[src/rtl/cpu_gpr_dump_pkg.sv]
`default_nettype none
// ============================================================================
// Module   : cpu_gpr_dump_pkg
// Purpose  : Shared CPU definitions for the GPR dump engine: register-file
//            geometry, register-bus widths and dump FSM state encoding.
// Revision : 1.0 - initial release
// ============================================================================
package cpu_gpr_dump_pkg;

    localparam int c_REG_NUM    = 32;
    localparam int c_REG_ADDR_W = 5;
    localparam int c_WORD_W     = 32;

    typedef enum logic [1:0] {
        S_IDLE = 2'd0,
        S_READ = 2'd1,
        S_SEND = 2'd2,
        S_DONE = 2'd3
    } gpr_dump_state_t;

endpackage : cpu_gpr_dump_pkg
`default_nettype wire

[src/rtl/cpu_gpr_dump.sv]
`default_nettype none
// ============================================================================
// Module   : cpu_gpr_dump
// Purpose  : Walks a (possibly wrapping) GPR address range through a shared
//            read port and streams each register out on a valid/ready port.
// Revision : 1.0 - initial release
// ============================================================================
module cpu_gpr_dump
    import cpu_gpr_dump_pkg::*;
#(
    parameter int REG_NUM    = c_REG_NUM,
    parameter int REG_ADDR_W = c_REG_ADDR_W,
    parameter int WORD_W     = c_WORD_W
) (
    input  logic                  clk,
    input  logic                  reset,
    input  logic                  start,
    input  logic [REG_ADDR_W-1:0] first_addr,
    input  logic [REG_ADDR_W-1:0] last_addr,
    input  logic                  abort,
    input  logic                  gnt,
    output logic                  req,
    output logic [REG_ADDR_W-1:0] rd_addr,
    input  logic [WORD_W-1:0]     rd_data,
    output logic                  out_valid,
    input  logic                  out_ready,
    output logic [REG_ADDR_W-1:0] out_addr,
    output logic [WORD_W-1:0]     out_data,
    output logic                  busy,
    output logic                  done
);

    gpr_dump_state_t       r_state;
    gpr_dump_state_t       w_state_nxt;
    logic [REG_ADDR_W-1:0] r_counter;
    logic [REG_ADDR_W-1:0] r_last;
    logic                  r_out_valid;
    logic [REG_ADDR_W-1:0] r_out_addr;
    logic [WORD_W-1:0]     r_out_data;
    logic [REG_ADDR_W-1:0] w_counter_inc;
    logic                  w_at_last;

    // Explicit wrap keeps the scan correct for non-power-of-two register files
    assign w_counter_inc = (r_counter == REG_ADDR_W'(REG_NUM - 1)) ? '0 : r_counter + 1'b1;
    assign w_at_last     = (r_counter == r_last);

    always_ff @(posedge clk or posedge reset) begin
        if (reset) begin
            r_state <= S_IDLE;
        end else begin
            r_state <= w_state_nxt;
        end
    end

    always_comb begin
        w_state_nxt = r_state;
        case (r_state)
            S_IDLE: begin
                if (start) w_state_nxt = S_READ;
            end
            S_READ: begin
                if (abort)    w_state_nxt = S_DONE;
                else if (gnt) w_state_nxt = S_SEND;
            end
            S_SEND: begin
                // An abort coinciding with a handshake still counts the word as delivered
                if (abort)          w_state_nxt = S_DONE;
                else if (out_ready) w_state_nxt = w_at_last ? S_DONE : S_READ;
            end
            S_DONE: begin
                w_state_nxt = S_IDLE;
            end
            default: begin
                w_state_nxt = S_IDLE;
            end
        endcase
    end

    always_ff @(posedge clk or posedge reset) begin
        if (reset) begin
            r_counter   <= '0;
            r_last      <= '0;
            r_out_valid <= 1'b0;
            r_out_addr  <= '0;
            r_out_data  <= '0;
        end else begin
            case (r_state)
                S_IDLE: begin
                    if (start) begin
                        r_counter <= first_addr;
                        r_last    <= last_addr;
                    end
                end
                S_READ: begin
                    if (!abort && gnt) begin
                        r_out_data  <= rd_data;
                        r_out_addr  <= r_counter;
                        r_out_valid <= 1'b1;
                    end
                end
                S_SEND: begin
                    if (abort) begin
                        r_out_valid <= 1'b0;
                    end else if (out_ready) begin
                        r_out_valid <= 1'b0;
                        if (!w_at_last) r_counter <= w_counter_inc;
                    end
                end
                default: begin
                end
            endcase
        end
    end

    assign req       = (r_state == S_READ);
    assign rd_addr   = r_counter;
    assign out_valid = r_out_valid;
    assign out_addr  = r_out_addr;
    assign out_data  = r_out_data;
    assign busy      = (r_state != S_IDLE);
    assign done      = (r_state == S_DONE);

endmodule : cpu_gpr_dump
`default_nettype wire

[config.mk]
export PLATFORM = sky130hd
export DESIGN_NAME = cpu_gpr_dump
export DESIGN_NICKNAME = d
export VERILOG_FILES = /design/src/rtl/cpu_gpr_dump_pkg.sv /design/src/rtl/cpu_gpr_dump.sv
export SDC_FILE = /design/constraint.sdc
export NUM_CORES = 1
export LEC_CHECK = 0
export ABC_CLOCK_PERIOD_IN_PS = 2200
export BUFFER_PORTS_ARGS = -buffer_cell sky130_fd_sc_hd__buf_2
export CORE_MARGIN = 4
export CORE_UTILIZATION = 47
export DETAILED_ROUTE_END_ITERATION = 10
export MAX_ROUTING_LAYER = met4
export PLACE_DENSITY = 0.79
export SYNTH_ARGS = -nofsm -noshare
export SYNTH_HDL_FRONTEND = slang
export SYNTH_SLANG_ARGS = --single-unit
[constraint.sdc]
create_clock -name clk -period 2.2 [get_ports clk]
set_clock_uncertainty 0.1 [all_clocks]
set_input_delay 0.11 -clock clk [delete_from_list [all_inputs] [get_ports clk]]
set_output_delay 0.11 -clock clk [all_outputs]
set_load 0.05 [all_outputs]
# After elaboration in Yosys (flattened, before gate mapping)

Index checks and enable logic that the tools add are counted.

Flip-flop bits (word level): 50
Input port bits: 48
Word-level logic and storage cells: 47
Output and inout bits: 46

Eq/ne operators: 12
Muxes and demuxes: 17
Reductions and logical operators: 11
$add $sub $neg: 1

Operators by type and width:

| operator            | count |
|---|---|
| $mux 5              | 5 |
| $mux 2              | 6 |
| $pmux 5 s2          | 1 |
| $ne 2x2->1 const B  | 4 |
| $pmux 2 s4          | 1 |
| $ne 3x3->1 const B  | 2 |
| $reduce_and 3->1    | 2 |
| $reduce_bool 2->1   | 3 |
| $add 5x1->5 const B | 1 |
| $eq 5x5->1          | 1 |
| $eq 5x5->1 const B  | 1 |
| $reduce_and 5->1    | 1 |
| $eq 2x2->1 const B  | 2 |
| $reduce_and 2->1    | 2 |
| $mux 1              | 3 |
| $eq 2x1->1 const B  | 1 |
| $logic_not 2->1     | 1 |
| $ne 2x1->1 const B  | 1 |
| $pmux 1 s2          | 1 |
| $logic_and 1x1->1   | 1 |
| $logic_not 1->1     | 1 |

# Longest topological paths before layout

Depth after elaboration: 6
Depth in mapped cells: 7

# Worst setup path before layout

OpenSTA, ideal clock, no wires.

Path type: flip-flop to flip-flop
From: register r_counter[0] (netlist: rd_addr[0])
To: register r_counter[2] (netlist: rd_addr[2])
Arrival time: 1.837 ns
Path slack: 0.168 ns
Period minus slack after synthesis: 2.032 ns
Library setup time: 0.095 ns
Stages on the path, launching flop included: 8
Cell sequence: dfrtp_1 -> ha_1 -> and3_1 -> ha_1 -> nor4b_1 -> a21oi_1 -> a21o_1 -> o31ai_1

Cells in the longest elaborated chain, start to end: 6
Elaborated cells on any way between the ends: 10
Those cells by class: add/sub (1); eq/ne (3); mux (5); reduce/logical (1)

RTL lines:

| element                                   | RTL line            | RTL |
|---|---|---|
| start, declared                           | cpu_gpr_dump.sv:35  | `logic [REG_ADDR_W-1:0] r_counter;` |
| start signal, assigned                    | cpu_gpr_dump.sv:90  | `r_counter <= first_addr;` |
| start signal, assigned                    | cpu_gpr_dump.sv:106 | `if (!w_at_last) r_counter <= w_counter_inc;` |
| $add 5x1->5 or $eq 5x5->1 (tied branches) | cpu_gpr_dump.sv:44  | `assign w_counter_inc = (r_counter == REG_ADDR_W'(REG_NUM - 1)) ? '0 : r_counter + 1'b1;` |
| $mux 5                                    | cpu_gpr_dump.sv:44  |  |
| $mux 5                                    | cpu_gpr_dump.sv:106 |  |
| $mux 5                                    | cpu_gpr_dump.sv:104 | `end else if (out_ready) begin` |
| $mux 5                                    | cpu_gpr_dump.sv:102 | `if (abort) begin` |
| $pmux 5 s2                                | cpu_gpr_dump.sv:87  | `case (r_state)` |

Parallel ways exist; a longest one is shown, timed or not. The select of a mux whose other input is x is not followed.
A chain may end at the register's enable or synchronous reset.

# Worst setup path in the final report

Same ends and word-level chain as after synthesis.

==> flow_summary.yaml <==
floorplanning:
  num_io_pins: 94
  row_count: 24
  dieArea_um2: 5930
  start_util_pct: 50.1
  die_height_um: 77.0
  die_x_um: 77.0
  coreArea_um2: 4470
sta:
  worst_pin_slew_ns: 0.593
  fmax_mhz: 520
  period_needed_ns: 1.92
  finalHoldViolations: 0
  tns_ns: 0
  max_slew_margin_pct: 60.4
  rsz0062_at_grt: "false"
  post-route-period-util_pct: 87.5
  setup_viol: 0
  setup_slack_ns: 0.276
  drv_slew: 0
route:
  drcViolationCount: 0
  vias: 1744
  drtPass1Iterations: 4
  first_iter_violations: 37
  via_per_inst: 5.04
  wl_per_cell_um: 16.4
  ant_nets: 0
  drt-total-wl_mm: 5.66
setup_path:
  arrival_ns: 2.03
  path_cells: "ha_1 -> and3_1 -> ha_1 -> nor4b_1 -> a21oi_1 -> a21o_1 -> o31ai_1"
  start_kind: "flop"
  path_delay_family: "simple AND/OR/NAND/NOR gates"
  crit_slowest_cell: "dfrtp_1"
  ff2ff_setup_slack_ns: 0.28
  r2r_cells: 7
  cp_num_buf_inv: 0
  path_max_fanout: 7
  cp-end-kind: "flop"
  crit_top_cell: "ha_1"
  worstSetupPathType: "flop to flop"
  r2r-start: "rd_addr[0]"
  timing.rr.end: "rd_addr[2]"
  cpPeakStageDelay_ns: 0.46
  required_ns: 2.31
yosys:
  ys_seq_area_share_pct: 55.9
  ys_warn_count: 0
  synth.distinct_cells: 37
  syn-cell-area_um2: 2240
  ys_ff_latch: 50
  synth_area_per_cell_um2: 14.6
  synthCells: 153
  synth_nets: 203
power:
  power.leakage_uw: 0.00160
  clockPowerShare_pct: 10.0
  total_power_uw: 5440
  pwr-share-comb_pct: 58.6
  ir_drop_mv: 0.923
  swShare_pct: 50.9
  p_switching_uw: 2770
  p_int_uw: 2670
  power.density_nw_per_um2: 1670
  pwr-share-seq_pct: 31.4
cells_and_area:
  area_growth_pct: 45.9
  n_antenna_cell: 0
  layout.area.seq_um2: 1250
  layoutNonFillerInstCount: 346
  multi_input_area_um2: 921
  fin_nets: 343
  drive_above_1_share_pct: 52.0
  fillCellCount: 298
  finalInstanceArea_um2: 3270
flow_run:
  cap_violations: 0
placed_design:
  pre_cts_ws_ns: 0.323
  place_hpwl_mm: 3.52
  portBuffers: 93
  place.gp.congestion: 0.861
  dpl_cell_area_um2: 2750
  place_inst: 295
hold_path:
  min_to: "r_state[1]"
  hold_path.startpoint: "abort"
  whs_path_depth: 3
  hp-class: "primary input to flop"
clock_network:
  cts.clk_slew.worst_paths_ns: 0.09
  cts_max_level: 2
  cts_made_buffers: 5
  cts_resized: 0
  cts-root-buf: "clkbuf_8"
  ctsHoldBuffers: 43
  worst_skew_pair.late_latency_ns: 0.30
  cts_setup_buffers: 0
  cts_tree: "yes"
  clockBufferDepth: 2
  cts_sinks: 50
global_routing:
  grt_pass1_wl_mm: 9.41
  grt_antenna_before_repair: 0
  grt_overflow: 0
  grt.total_usage_pct: 20.7
  grt_max_degree: 30
  grt_pass1_vias: 1863
outcome:
  status: "completed"
[worst max-delay path by stage]
stage / from / endpoint / slack, ns / cells past startpoint
2_1_floorplan: rd_addr[0] / rd_addr[2] / 0.17 / 7
3_3_place_gp: rd_addr[0] / rd_addr[2] / 0.36 / 7
3_5_place_dp: rd_addr[0] / rd_addr[2] / 0.32 / 7
4_1_cts: rd_addr[0] / rd_addr[2] / 0.30 / 7
5_1_grt: rd_addr[0] / rd_addr[2] / 0.09 / 7
6_report: rd_addr[0] / rd_addr[2] / 0.28 / 7
[worst register-to-register path: stages (launching register included)]
cell and delay (ns):
dfrtp_1 0.46, ha_1 0.25, and3_1 0.19, ha_1 0.24, nor4b_1 0.31, a21oi_1 0.07
a21o_1 0.16, o31ai_1 0.06
[through the flow]
step,hold WS [ns],util (%)
floorplan,0.149,-
global placement,0.122,61.4
detailed placement,0.121,61.4
CTS,0.0108,73.0
global route,0.0365,73.0
finish,0.0151,73.0
[kinds of logic (layout without fill, tap and decap cells)]
family | after synthesis | after routing | share of synthesized area [%]
AND/OR/NAND/NOR | 26 | 26 | 7.60
multiplexers | 44 | 44 | 25.2
adder cells (fa/ha/maj) | 2 | 2 | 1.12
XOR/XNOR | 5 | 5 | 2.29
buffers and inverters | 9 | 150 | 3.02
flip-flops | 50 | 50 | 55.9
AO/OA/AOI/OAI | 17 | 17 | 4.92
[power by group through the flow]
stage          clock, uW  sequential, uW  combinational [uW]
3_5_place_dp           0            1710                3130
5_1_grt              598            1770                3350
3_3_place_gp           0            1690                3090
2_1_floorplan          0            3060                1100
4_1_cts              554            1700                3200
6_report             546            1710                3190
[flip-flops by register name, summed over array words and instances, names as in the netlist]
register and count:
out_valid 1, rd_addr 5, out_addr 5, out_data 32, r_state 2, r_last 5
[metal layers]
metal	vias up	global-route usage [%]	part of all wire, %
met5	-	-	0
met4	0	5.16	1.2
met3	8	5.27	6.0
met2	71	36.1	52
met1	845	23.9	41
li1	820	-	-
[cell type report]
cell class	instances	share of cell area, %
sequential	50	38.3
timing repair buffer	138	28.3
multi-input combinational	94	28.2
clock buffer	7	2.64
tap	52	1.99
inverter	4	0.460
clock inverter	1	0.153
[cell usage after synthesis, drive strengths merged]
library cell,n,area [um2]
dfrtp,50,1250
mux2,42,544
o21ai,8,40.0
xnor2,5,51.3
a21oi,4,20.0
buf,4,48.8
inv,4,15.0
nand2,4,15.0
nor2,4,22.5
nor3,3,26.3
and2,2,15.0
ha,2,25.0
mux2i,2,20.0
nand2b,2,12.5
nand3,2,10.0
nor2b,2,15.0
nor3b,2,15.0
a211oi,1,12.5
a21o,1,7.51
a31oi,1,12.5
and3,1,6.26
clkbuf,1,3.75
nand4bb,1,11.3
nor4,1,6.26
nor4b,1,8.76
o211a,1,10.0
o31ai,1,7.51
or2,1,6.26
[placed cells by master, fill, tap and decap left out, drive strengths merged]
cell          n
nor4b         1
nand4bb       1
a31oi         1
nor2b         2
xnor2         5
nor4          1
mux2         42
nand3         2
inv           4
clkinv        1
or2           1
o31ai         1
nand2         4
a21oi         4
nor3          3
and2          2
o211a         1
mux2i         2
dfrtp        50
clkbuf        7
a211oi        1
nor2          4
o21ai         8
buf          95
nand2b        2
nor3b         2
and3          1
dlygate4sd3  43
a21o          1
ha            2
Power figures use the tool's default switching activity.
